==> config.mk <==
export PLATFORM = sky130hd
export DESIGN_NAME = uart_rx_loader
export DESIGN_NICKNAME = d
export VERILOG_FILES = /design/src/rtl/uart_rx_loader.sv
export SDC_FILE = /design/constraint.sdc
export NUM_CORES = 1
export LEC_CHECK = 0
export CORE_UTILIZATION = 30
export DETAILED_ROUTE_END_ITERATION = 12
export GPL_TIMING_DRIVEN = 0
export PLACE_DENSITY = 0.55
export SYNTH_ARGS = -nofsm -noshare
export SYNTH_HDL_FRONTEND = slang
export SYNTH_SLANG_ARGS = --single-unit
==> constraint.sdc <==
create_clock -name clk -period 3.1 [get_ports clk]
set_input_delay 0.775 -clock clk [delete_from_list [all_inputs] [get_ports clk]]
set_output_delay 0.775 -clock clk [all_outputs]
set_load 0.01 [all_outputs]
==> src/rtl/uart_rx_loader.sv <==
// UART 8N1 receiver plus load-frame decoder that drives the datapath's UART load port.
// A frame is a header byte, a word count, then 16-bit words sent high byte first.
module uart_rx_loader #(
    parameter int unsigned CLKS_PER_BIT = 868,
    parameter logic [7:0]  HDR_MEM      = 8'hA1,
    parameter logic [7:0]  HDR_INST     = 8'hA2
) (
    input  logic        clk,
    input  logic        reset,
    input  logic        rx,
    output logic        uart_en,
    output logic [1:0]  uart_sel,
    output logic [15:0] uart_data,
    output logic        load_busy,
    output logic        load_done,
    output logic        frame_err
);

    localparam int unsigned CNT_W = $clog2(CLKS_PER_BIT);
    localparam logic [CNT_W-1:0] BIT_M1  = CNT_W'(CLKS_PER_BIT - 1);
    localparam logic [CNT_W-1:0] HALF_M1 = CNT_W'(CLKS_PER_BIT / 2 - 1);

    typedef enum logic [1:0] {
        RX_IDLE,
        RX_START,
        RX_DATA,
        RX_STOP
    } rx_state_e;

    typedef enum logic [1:0] {
        F_HDR,
        F_CNT,
        F_HI,
        F_LO
    } f_state_e;

    logic             rx_meta_q, rx_sync_q;
    rx_state_e        rx_state_q, rx_state_d;
    logic [CNT_W-1:0] clk_cnt_q, clk_cnt_d;
    logic [2:0]       bit_idx_q, bit_idx_d;
    logic [7:0]       shift_q, shift_d;
    logic             err_wait_q, err_wait_d;
    logic             byte_valid_q, byte_valid_d;
    logic             byte_err_q, byte_err_d;

    f_state_e         f_state_q, f_state_d;
    logic [8:0]       remain_q, remain_d;
    logic [7:0]       hi_q, hi_d;
    logic [1:0]       sel_q, sel_d;
    logic [15:0]      data_q, data_d;
    logic             en_q, en_d;
    logic             busy_q, busy_d;
    logic             done_q, done_d;
    logic             ferr_q, ferr_d;

    // Two-flop synchronizer; presets to the idle-high line level.
    always_ff @(posedge clk or posedge reset) begin
        if (reset) begin
            rx_meta_q <= 1'b1;
            rx_sync_q <= 1'b1;
        end else begin
            rx_meta_q <= rx;
            rx_sync_q <= rx_meta_q;
        end
    end

    always_ff @(posedge clk or posedge reset) begin
        if (reset) begin
            rx_state_q   <= RX_IDLE;
            clk_cnt_q    <= '0;
            bit_idx_q    <= '0;
            shift_q      <= '0;
            err_wait_q   <= 1'b0;
            byte_valid_q <= 1'b0;
            byte_err_q   <= 1'b0;
        end else begin
            rx_state_q   <= rx_state_d;
            clk_cnt_q    <= clk_cnt_d;
            bit_idx_q    <= bit_idx_d;
            shift_q      <= shift_d;
            err_wait_q   <= err_wait_d;
            byte_valid_q <= byte_valid_d;
            byte_err_q   <= byte_err_d;
        end
    end

    // Bit-level receiver; after a bad stop bit, the line must return high before a new start.
    always_comb begin
        rx_state_d   = rx_state_q;
        clk_cnt_d    = clk_cnt_q;
        bit_idx_d    = bit_idx_q;
        shift_d      = shift_q;
        err_wait_d   = err_wait_q;
        byte_valid_d = 1'b0;
        byte_err_d   = 1'b0;
        case (rx_state_q)
            RX_IDLE: begin
                clk_cnt_d = '0;
                if (rx_sync_q) begin
                    err_wait_d = 1'b0;
                end else if (!err_wait_q) begin
                    rx_state_d = RX_START;
                end
            end
            RX_START: begin
                if (clk_cnt_q == HALF_M1) begin
                    clk_cnt_d  = '0;
                    bit_idx_d  = '0;
                    rx_state_d = rx_sync_q ? RX_IDLE : RX_DATA;
                end else begin
                    clk_cnt_d = clk_cnt_q + CNT_W'(1);
                end
            end
            RX_DATA: begin
                if (clk_cnt_q == BIT_M1) begin
                    clk_cnt_d = '0;
                    shift_d   = {rx_sync_q, shift_q[7:1]};
                    bit_idx_d = bit_idx_q + 3'd1;
                    if (bit_idx_q == 3'd7) begin
                        rx_state_d = RX_STOP;
                    end
                end else begin
                    clk_cnt_d = clk_cnt_q + CNT_W'(1);
                end
            end
            RX_STOP: begin
                if (clk_cnt_q == BIT_M1) begin
                    clk_cnt_d  = '0;
                    rx_state_d = RX_IDLE;
                    if (rx_sync_q) begin
                        byte_valid_d = 1'b1;
                    end else begin
                        byte_err_d = 1'b1;
                        err_wait_d = 1'b1;
                    end
                end else begin
                    clk_cnt_d = clk_cnt_q + CNT_W'(1);
                end
            end
            default: rx_state_d = RX_IDLE;
        endcase
    end

    always_ff @(posedge clk or posedge reset) begin
        if (reset) begin
            f_state_q <= F_HDR;
            remain_q  <= '0;
            hi_q      <= '0;
            sel_q     <= '0;
            data_q    <= '0;
            en_q      <= 1'b0;
            busy_q    <= 1'b0;
            done_q    <= 1'b0;
            ferr_q    <= 1'b0;
        end else begin
            f_state_q <= f_state_d;
            remain_q  <= remain_d;
            hi_q      <= hi_d;
            sel_q     <= sel_d;
            data_q    <= data_d;
            en_q      <= en_d;
            busy_q    <= busy_d;
            done_q    <= done_d;
            ferr_q    <= ferr_d;
        end
    end

    // Frame decoder; busy/sel linger one cycle past load_done but drop with frame_err.
    always_comb begin
        f_state_d = f_state_q;
        remain_d  = remain_q;
        hi_d      = hi_q;
        sel_d     = sel_q;
        data_d    = data_q;
        en_d      = 1'b0;
        busy_d    = busy_q;
        done_d    = 1'b0;
        ferr_d    = 1'b0;
        if (done_q) begin
            busy_d = 1'b0;
            sel_d  = 2'd0;
        end
        if (byte_err_q && (f_state_q != F_HDR)) begin
            ferr_d    = 1'b1;
            busy_d    = 1'b0;
            sel_d     = 2'd0;
            f_state_d = F_HDR;
        end else if (byte_valid_q) begin
            case (f_state_q)
                F_HDR: begin
                    if (shift_q == HDR_MEM) begin
                        sel_d     = 2'd1;
                        busy_d    = 1'b1;
                        f_state_d = F_CNT;
                    end else if (shift_q == HDR_INST) begin
                        sel_d     = 2'd2;
                        busy_d    = 1'b1;
                        f_state_d = F_CNT;
                    end
                end
                F_CNT: begin
                    remain_d  = (shift_q == 8'd0) ? 9'd256 : {1'b0, shift_q};
                    f_state_d = F_HI;
                end
                F_HI: begin
                    hi_d      = shift_q;
                    f_state_d = F_LO;
                end
                F_LO: begin
                    data_d = {hi_q, shift_q};
                    en_d   = 1'b1;
                    if (remain_q != 9'd0) begin
                        remain_d = remain_q - 9'd1;
                    end
                    if (remain_q > 9'd1) begin
                        f_state_d = F_HI;
                    end else begin
                        f_state_d = F_HDR;
                        done_d    = 1'b1;
                    end
                end
                default: f_state_d = F_HDR;
            endcase
        end
    end

    assign uart_en   = en_q;
    assign uart_sel  = sel_q;
    assign uart_data = data_q;
    assign load_busy = busy_q;
    assign load_done = done_q;
    assign frame_err = ferr_q;

endmodule

==> results.py, run 1 <==
metrics = {
    "status": {
        "status": "completed",
    },
    "critical_path": {
        "cp-end-kind": "register",
        "rr_worst_depth": 6,
        "critPathTopFamily": "compound AO/OA/AOI/OAI gates",
        "cpMaxStageDelayCell": "o41ai_4",
        "cp_data_required_time_ns": 3.34,
        "worstReg2RegStart": "remain_q[0]$_DFFE_PP0P_",
        "cp.arrival_ns": 2.52,
        "worst-path-stages": 6,
        "worstPathMaxFanout": 10,
        "crit_path_start_kind": "register",
        "regToRegSetupSlack_ns": 0.82,
        "r2r_end": "remain_q[2]$_DFFE_PP0P_",
        "critPathKind": "register to register",
        "slowest_delay_ns": 0.60,
        "setup.worst_path.end": "remain_q[2]$_DFFE_PP0P_",
        "path_cells": "inv_1 -> ha_1 -> or4b_4 -> o41ai_4 -> nor2_1 -> o22a_1",
        "cp-startpoint": "remain_q[0]$_DFFE_PP0P_",
        "crit_buf_inv": 1,
    },
    "synth": {
        "ys_seq_area_share_pct": 54.73,
        "netlist_area_sq_mm": 0.003159,
        "synth-seq-cells": 69,
        "ys_types": 47,
        "ys_warn_count": 0,
        "syn_area_per_cell_sq_um": 9.781,
        "synthesis.nets": 332,
        "syn_inst": 323,
        "synth_edf_count": 0,
        "synth_ff_type": "dfrtp_1",
        "synthArstFlopShare_pct": 100.0,
    },
    "finish": {
        "drive_gt1_share_pct": 10.19,
        "areaGrowthSynthToFinish_pct": 21.62,
        "finalNonFillerCells": 499,
        "antenna_cells": 0,
        "n_fill_cell": 1042,
        "ff_latch_area_sq_mm": 0.001729,
        "nets": 367,
        "multi_input_area_sq_mm": 0.001335,
    },
    "clock_tree": {
        "cts_resized": 0,
        "clk_latency_ns": 0.35,
        "cts_tree": "done",
        "clock-sinks": 69,
        "ctsHoldBuffers": 0,
        "htreeDepth": 3,
        "clk_path_buf_depth": 2,
        "cts_root_buf": "clkbuf_8",
        "numCtsBuffers": 9,
        "cts.clk_slew.worst_paths_ns": 0.08,
        "postCtsSetupBuffers": 0,
    },
    "place": {
        "dpl.cell_count": 483,
        "dpl.hpwl_um": 4244,
        "io_buffers": 24,
        "gp_congestion": 0.7943,
    },
    "power_and_ir_drop": {
        "peakVddDrop_mv": 0.1889,
        "powerDensity_mw_per_mm2": 496.3,
        "sw_frac_of_total_pct": 19.99,
        "p_int_mw": 1.526,
        "p_comb_share_pct": 1.1,
        "p_clk_share_pct": 51.5,
        "p_switching_mw": 0.3812,
        "leakagePower_nw": 1.838,
        "seqPwrFrac_pct": 47.3,
    },
    "floorplan": {
        "ioPinCount": 25,
        "start_util_pct": 30.74,
        "rows": 37,
        "core_sq_mm": 0.01028,
        "fp.dieH_um": 104.6,
        "die_w_um": 104.6,
        "dieArea_sq_mm": 0.01095,
    },
    "sta": {
        "hold_viol": 0,
        "max_freq_mhz": 439.2,
        "finalCritPeriodShare_pct": 73.45,
        "finalCriticalPeriod_ns": 2.277,
        "skew_ns": 0.007602,
        "slew_headroom_pct": 43.69,
        "fin_tns_setup_ns": 0,
        "rsz0062_at_grt": "no",
        "setup_viol": 0,
        "tightest_slew_ns": 0.8446,
        "maxSlewViolCount": 0,
    },
    "drt": {
        "routed_wl_um": 6339,
        "antenna_left": 0,
        "wl_per_cell_um": 12.70,
        "firstDrtPassIters": 5,
        "drc": 0,
        "vias_per_cell": 4.717,
        "initialDrtViolationCount": 134,
        "vias": 2354,
    },
    "grt": {
        "antenna_found_initial": 0,
        "grt_pass1_vias": 2392,
        "grtUsageTotal_pct": 12.66,
        "grt_max_degree": 70,
        "grt_pass1_wl_um": 11160,
        "grt_overflow": 0,
    },
    "flow_run": {
        "timing.max_cap.violations": 0,
    },
    "hold_path": {
        "hp-class": "register to register",
    },
}
worst min-delay path by stage:
| stage | start | endpoint | slack (ns) | depth (start not counted) |
|---|---|---|---|---|
| global route | rx_meta_q$_DFF_PP1_ | rx_sync_q$_DFF_PP1_ | 0.36 | 0 |
| finish | rx_meta_q$_DFF_PP1_ | rx_sync_q$_DFF_PP1_ | 0.36 | 0 |
| floorplan | rx_meta_q$_DFF_PP1_ | rx_sync_q$_DFF_PP1_ | 0.35 | 0 |
| detailed placement | rx_meta_q$_DFF_PP1_ | rx_sync_q$_DFF_PP1_ | 0.35 | 0 |
| global placement | rx_meta_q$_DFF_PP1_ | rx_sync_q$_DFF_PP1_ | 0.35 | 0 |
| CTS | rx_meta_q$_DFF_PP1_ | rx_sync_q$_DFF_PP1_ | 0.36 | 0 |
Yosys cell counts (5+ instances only):
| cell | instances | area [sq um] |
|---|---|---|
| o211ai_1 | 5 | 37.54 |
| nor3_1 | 5 | 25.02 |
| nand4_1 | 8 | 50.05 |
| xor2_1 | 6 | 52.55 |
| ha_1 | 6 | 75.07 |
| a21oi_1 | 9 | 45.04 |
| mux2_2 | 10 | 112.6 |
| dfrtp_1 | 67 | 1677 |
| and2_1 | 5 | 31.28 |
| nand3_1 | 8 | 40.04 |
| clkbuf_1 | 11 | 41.29 |
| nor2_1 | 23 | 86.33 |
| inv_1 | 11 | 41.29 |
| o22ai_1 | 5 | 31.28 |
| nand2_1 | 86 | 322.8 |
| o21ai_0 | 11 | 55.05 |
registers in the layout, indices dropped and copies added, names as in the netlist, 2 cells and up, named ones only:
name,count
uart_sel,2
shift_q,8
bit_idx_q,3
uart_data,16
clk_cnt_q,10
remain_q,9
f_state_q,2
hi_q,8
cells in the final DEF (no fill, tap or decap), types with 9 or more instances in the layout:
master	n
nand2_1	86
o21ai_0	11
clkbuf_8	9
nor2_1	23
a21oi_1	9
inv_1	10
clkdlybuf4s50_1	24
clkbuf_1	11
mux2_2	10
dfrtp_1	67
layout make-up:
cell class,count,area share (%)
Sequential cell,69,45.00
Buffer,13,1.400
Timing Repair Buffer,24,6.252
Clock buffer,9,3.224
Clock inverter,7,3.810
Inverter,11,1.140
Multi-Input combinational cell,230,34.74
Tap cell,136,4.429
kinds of logic after synthesis:
| family | share of synthesized area (%) |
|---|---|
| simple gates | 23.64 |
| fa+ha+maj | 2.376 |
| compound gates | 9.545 |
| flops | 54.73 |
| buf+inv | 3.010 |
| mux | 4.198 |
| xor+xnor | 2.495 |
power groups by stage:
stage / combinational [mW] / sequential (mW) / clock [mW]
6_report: 0.0218 / 0.902 / 0.983
3_5_place_dp: 0.0241 / 0.920 / 0
5_1_grt: 0.0267 / 0.902 / 1.05
4_1_cts: 0.0241 / 0.902 / 1.02
2_1_floorplan: 0.0148 / 0.920 / 0
3_3_place_gp: 0.0230 / 0.920 / 0
per-layer routing:
metal,up-vias,routed length (um),track usage [%]
met5,-,0,0
met4,0,97,4.225
met3,14,215,3.618
met2,42,3130,21.24
met1,1117,2896,15.59
li1,1181,-,-
stage by stage:
step	total power [mW]	utilization, %	cell area, sq um	hold slack, ns	worst slack, ns
after floorplan	0.9348	-	3159	0.3452	0.5884
after global placement	0.9432	34.73	3570	0.3469	-0.6442
after detailed placement	0.9442	34.76	3572	0.3472	0.7882
after CTS	1.943	37.39	3842	0.3583	0.7871
after global routing	1.977	37.39	3842	0.3630	0.6949
final	1.907	37.39	3842	0.3575	0.8231
Power figures use the tool's default switching activity.
==> run 2, diff against run 1 <==
--- a/config.mk
+++ b/config.mk
@@ -8,7 +8,7 @@
 export CORE_UTILIZATION = 30
 export DETAILED_ROUTE_END_ITERATION = 12
 export GPL_TIMING_DRIVEN = 0
-export PLACE_DENSITY = 0.55
+export PLACE_DENSITY = 0.56
 export SYNTH_ARGS = -nofsm -noshare
 export SYNTH_HDL_FRONTEND = slang
 export SYNTH_SLANG_ARGS = --single-unit
==> constraint.sdc (replaced) <==
create_clock -name clk -period 2 [get_ports clk]
set_input_delay 0.5 -clock clk [delete_from_list [all_inputs] [get_ports clk]]
set_output_delay 0.5 -clock clk [all_outputs]
set_load 0.01 [all_outputs]
==> run 2 against run 1 <==
Cell count increased by 2.2%. Fmax increased by 18%. Routed wire length increased by 3.8%. Sequential cell count unchanged. Core utilization increased by 0.74 points. Design area increased by 2.0%. Combinational power increased by 78%. Hold slack about the same. Die area unchanged. Sequential share of layout area decreased by 0.88 points. Sequential power increased by 55%.
==> results.py, run 2 (synthesized netlist as in run 1, its figures left out) <==
metrics = {
    "grt": {
        "grt_overflow": 0,
        "grt_max_degree": 36,
        "antenna_found_initial": 0,
        "grtUsageTotal_pct": 12.96,
        "grt_pass1_vias": 2329,
        "grt_pass1_wl_um": 11230,
    },
    "critical_path": {
        "cp.arrival_ns": 2.17,
        "worstPathMaxFanout": 9,
        "r2r_end": "remain_q[2]$_DFFE_PP0P_",
        "crit_path_start_kind": "register",
        "regToRegSetupSlack_ns": 0.07,
        "cp-end-kind": "register",
        "cp_data_required_time_ns": 2.24,
        "cp-startpoint": "remain_q[1]$_DFFE_PP0P_",
        "worstReg2RegStart": "remain_q[1]$_DFFE_PP0P_",
        "rr_worst_depth": 7,
        "critPathKind": "register to register",
        "setup.worst_path.end": "remain_q[2]$_DFFE_PP0P_",
    },
    "clock_tree": {
        "numCtsBuffers": 9,
        "clk_path_buf_depth": 2,
        "clock-sinks": 69,
        "clk_latency_ns": 0.35,
        "cts.clk_slew.worst_paths_ns": 0.08,
        "cts_root_buf": "clkbuf_8",
        "cts_tree": "done",
        "htreeDepth": 3,
        "ctsHoldBuffers": 0,
    },
    "floorplan": {
        "start_util_pct": 30.74,
        "core_sq_mm": 0.01028,
        "fp.dieH_um": 104.6,
        "die_w_um": 104.6,
        "ioPinCount": 25,
        "rows": 37,
        "dieArea_sq_mm": 0.01095,
    },
    "power_and_ir_drop": {
        "seqPwrFrac_pct": 50.9,
        "p_int_mw": 2.126,
        "powerDensity_mw_per_mm2": 700.9,
        "p_comb_share_pct": 1.4,
        "p_clk_share_pct": 47.7,
        "p_switching_mw": 0.6210,
        "sw_frac_of_total_pct": 22.61,
        "peakVddDrop_mv": 0.2719,
        "leakagePower_nw": 1.876,
    },
    "hold_path": {
        "hp-class": "register to register",
    },
    "drt": {
        "drc": 0,
        "routed_wl_um": 6583,
        "firstDrtPassIters": 4,
        "wl_per_cell_um": 12.91,
        "vias": 2406,
        "vias_per_cell": 4.718,
        "antenna_left": 0,
        "initialDrtViolationCount": 94,
    },
    "sta": {
        "tightest_slew_ns": 0.7670,
        "hold_ws_ns": 0.3579,
        "hold_viol": 0,
        "skew_ns": 0.01206,
        "setup_viol": 0,
        "finalCriticalPeriod_ns": 1.934,
        "maxSlewViolCount": 0,
        "max_freq_mhz": 516.9,
        "slew_headroom_pct": 48.76,
        "finalCritPeriodShare_pct": 96.72,
    },
    "place": {
        "io_buffers": 24,
        "dpl.hpwl_um": 4368,
        "dpl-instance-area_sq_mm": 0.003596,
        "gp_congestion": 0.8065,
    },
    "finish": {
        "largest_register_ffs": 16,
        "multi_input_area_sq_mm": 0.001355,
        "nets": 378,
        "ff_latch_area_sq_mm": 0.001729,
        "n_fill_cell": 1061,
        "stdcell_area_sq_mm": 0.003919,
        "antenna_cells": 0,
        "final_cell_mix": "nand2_1, dfrtp_1, clkdlybuf4s50_1",
        "layout_commonest_cell": "nand2_1",
        "areaGrowthSynthToFinish_pct": 24.04,
        "drive_gt1_share_pct": 13.90,
        "final_core_util_pct": 38.13,
    },
    "status": {
        "status": "completed",
    },
    "flow_run": {
        "timing.max_cap.violations": 0,
    },
}
==> run 2: layout make-up <==
class                      instances  share of cell area [%]
sequential                        69                   44.13
multi-input combinational        230                   34.58
timing repair buffer              35                   8.653
tap                              136                   4.342
clock buffer                       9                   3.161
clock inverter                     7                   2.618
buffer                            13                   1.373
inverter                          11                   1.149
==> run 2: power groups by stage <==
stage	Clock [mW]	Sequential, mW	Combinational (mW)
after floorplan	0	1.43	0.0233
after global placement	0	1.43	0.0370
after detailed placement	0	1.43	0.0418
after CTS	1.35	1.40	0.0418
after global routing	1.41	1.40	0.0469
final	1.31	1.40	0.0387
==> run 2: how the worst min path moves through the flow <==
stage	from	to	slack, ns	cells after the start
2_1_floorplan	rx_meta_q$_DFF_PP1_	rx_sync_q$_DFF_PP1_	0.35	0
3_3_place_gp	rx_meta_q$_DFF_PP1_	rx_sync_q$_DFF_PP1_	0.35	0
3_5_place_dp	rx_meta_q$_DFF_PP1_	rx_sync_q$_DFF_PP1_	0.35	0
4_1_cts	rx_meta_q$_DFF_PP1_	rx_sync_q$_DFF_PP1_	0.36	0
5_1_grt	rx_meta_q$_DFF_PP1_	rx_sync_q$_DFF_PP1_	0.36	0
6_report	rx_meta_q$_DFF_PP1_	rx_sync_q$_DFF_PP1_	0.36	0
==> run 2: layer usage <==
layer  vias to the layer above  track usage [%]  wire [um]  part of all wire [%]
met5                         -                0          0                     0
met4                         0            5.734         79                   1.2
met3                         7            2.620        150                   2.3
met2                        27            21.05       3217                    49
met1                      1164            16.68       3136                    48
li1                       1208                -          -                     -
==> run 2: timing repair <==
item | CTS | global route
pin swaps | 2 | 1
resized for setup | 2 | 3
endpoints found under the hold margin | 0 | 0
endpoints found under the setup margin | 27 | 14
buffers inserted | 4 | 6
==> run 2: worst max-delay path, cell delays in order (launching register included) <==
cell,delay (ns)
dfrtp_1,0.41
inv_1,0.12
ha_4,0.16
or4b_4,0.51
o41ai_4,0.23
buf_6,0.17
nor2_1,0.04
o22a_1,0.18
==> run 2: metrics by stage <==
step	worst slack, ns	total power, mW	TNS [ns]	cells
floorplan	0.001653	1.449	0	323
global placement	-0.1985	1.463	-13.45	483
detailed placement	-0.2025	1.468	-3.333	484
CTS	0.01713	2.787	0	504
global route	-0.02027	2.855	-0.02302	510
finish	0.06552	2.747	0	510
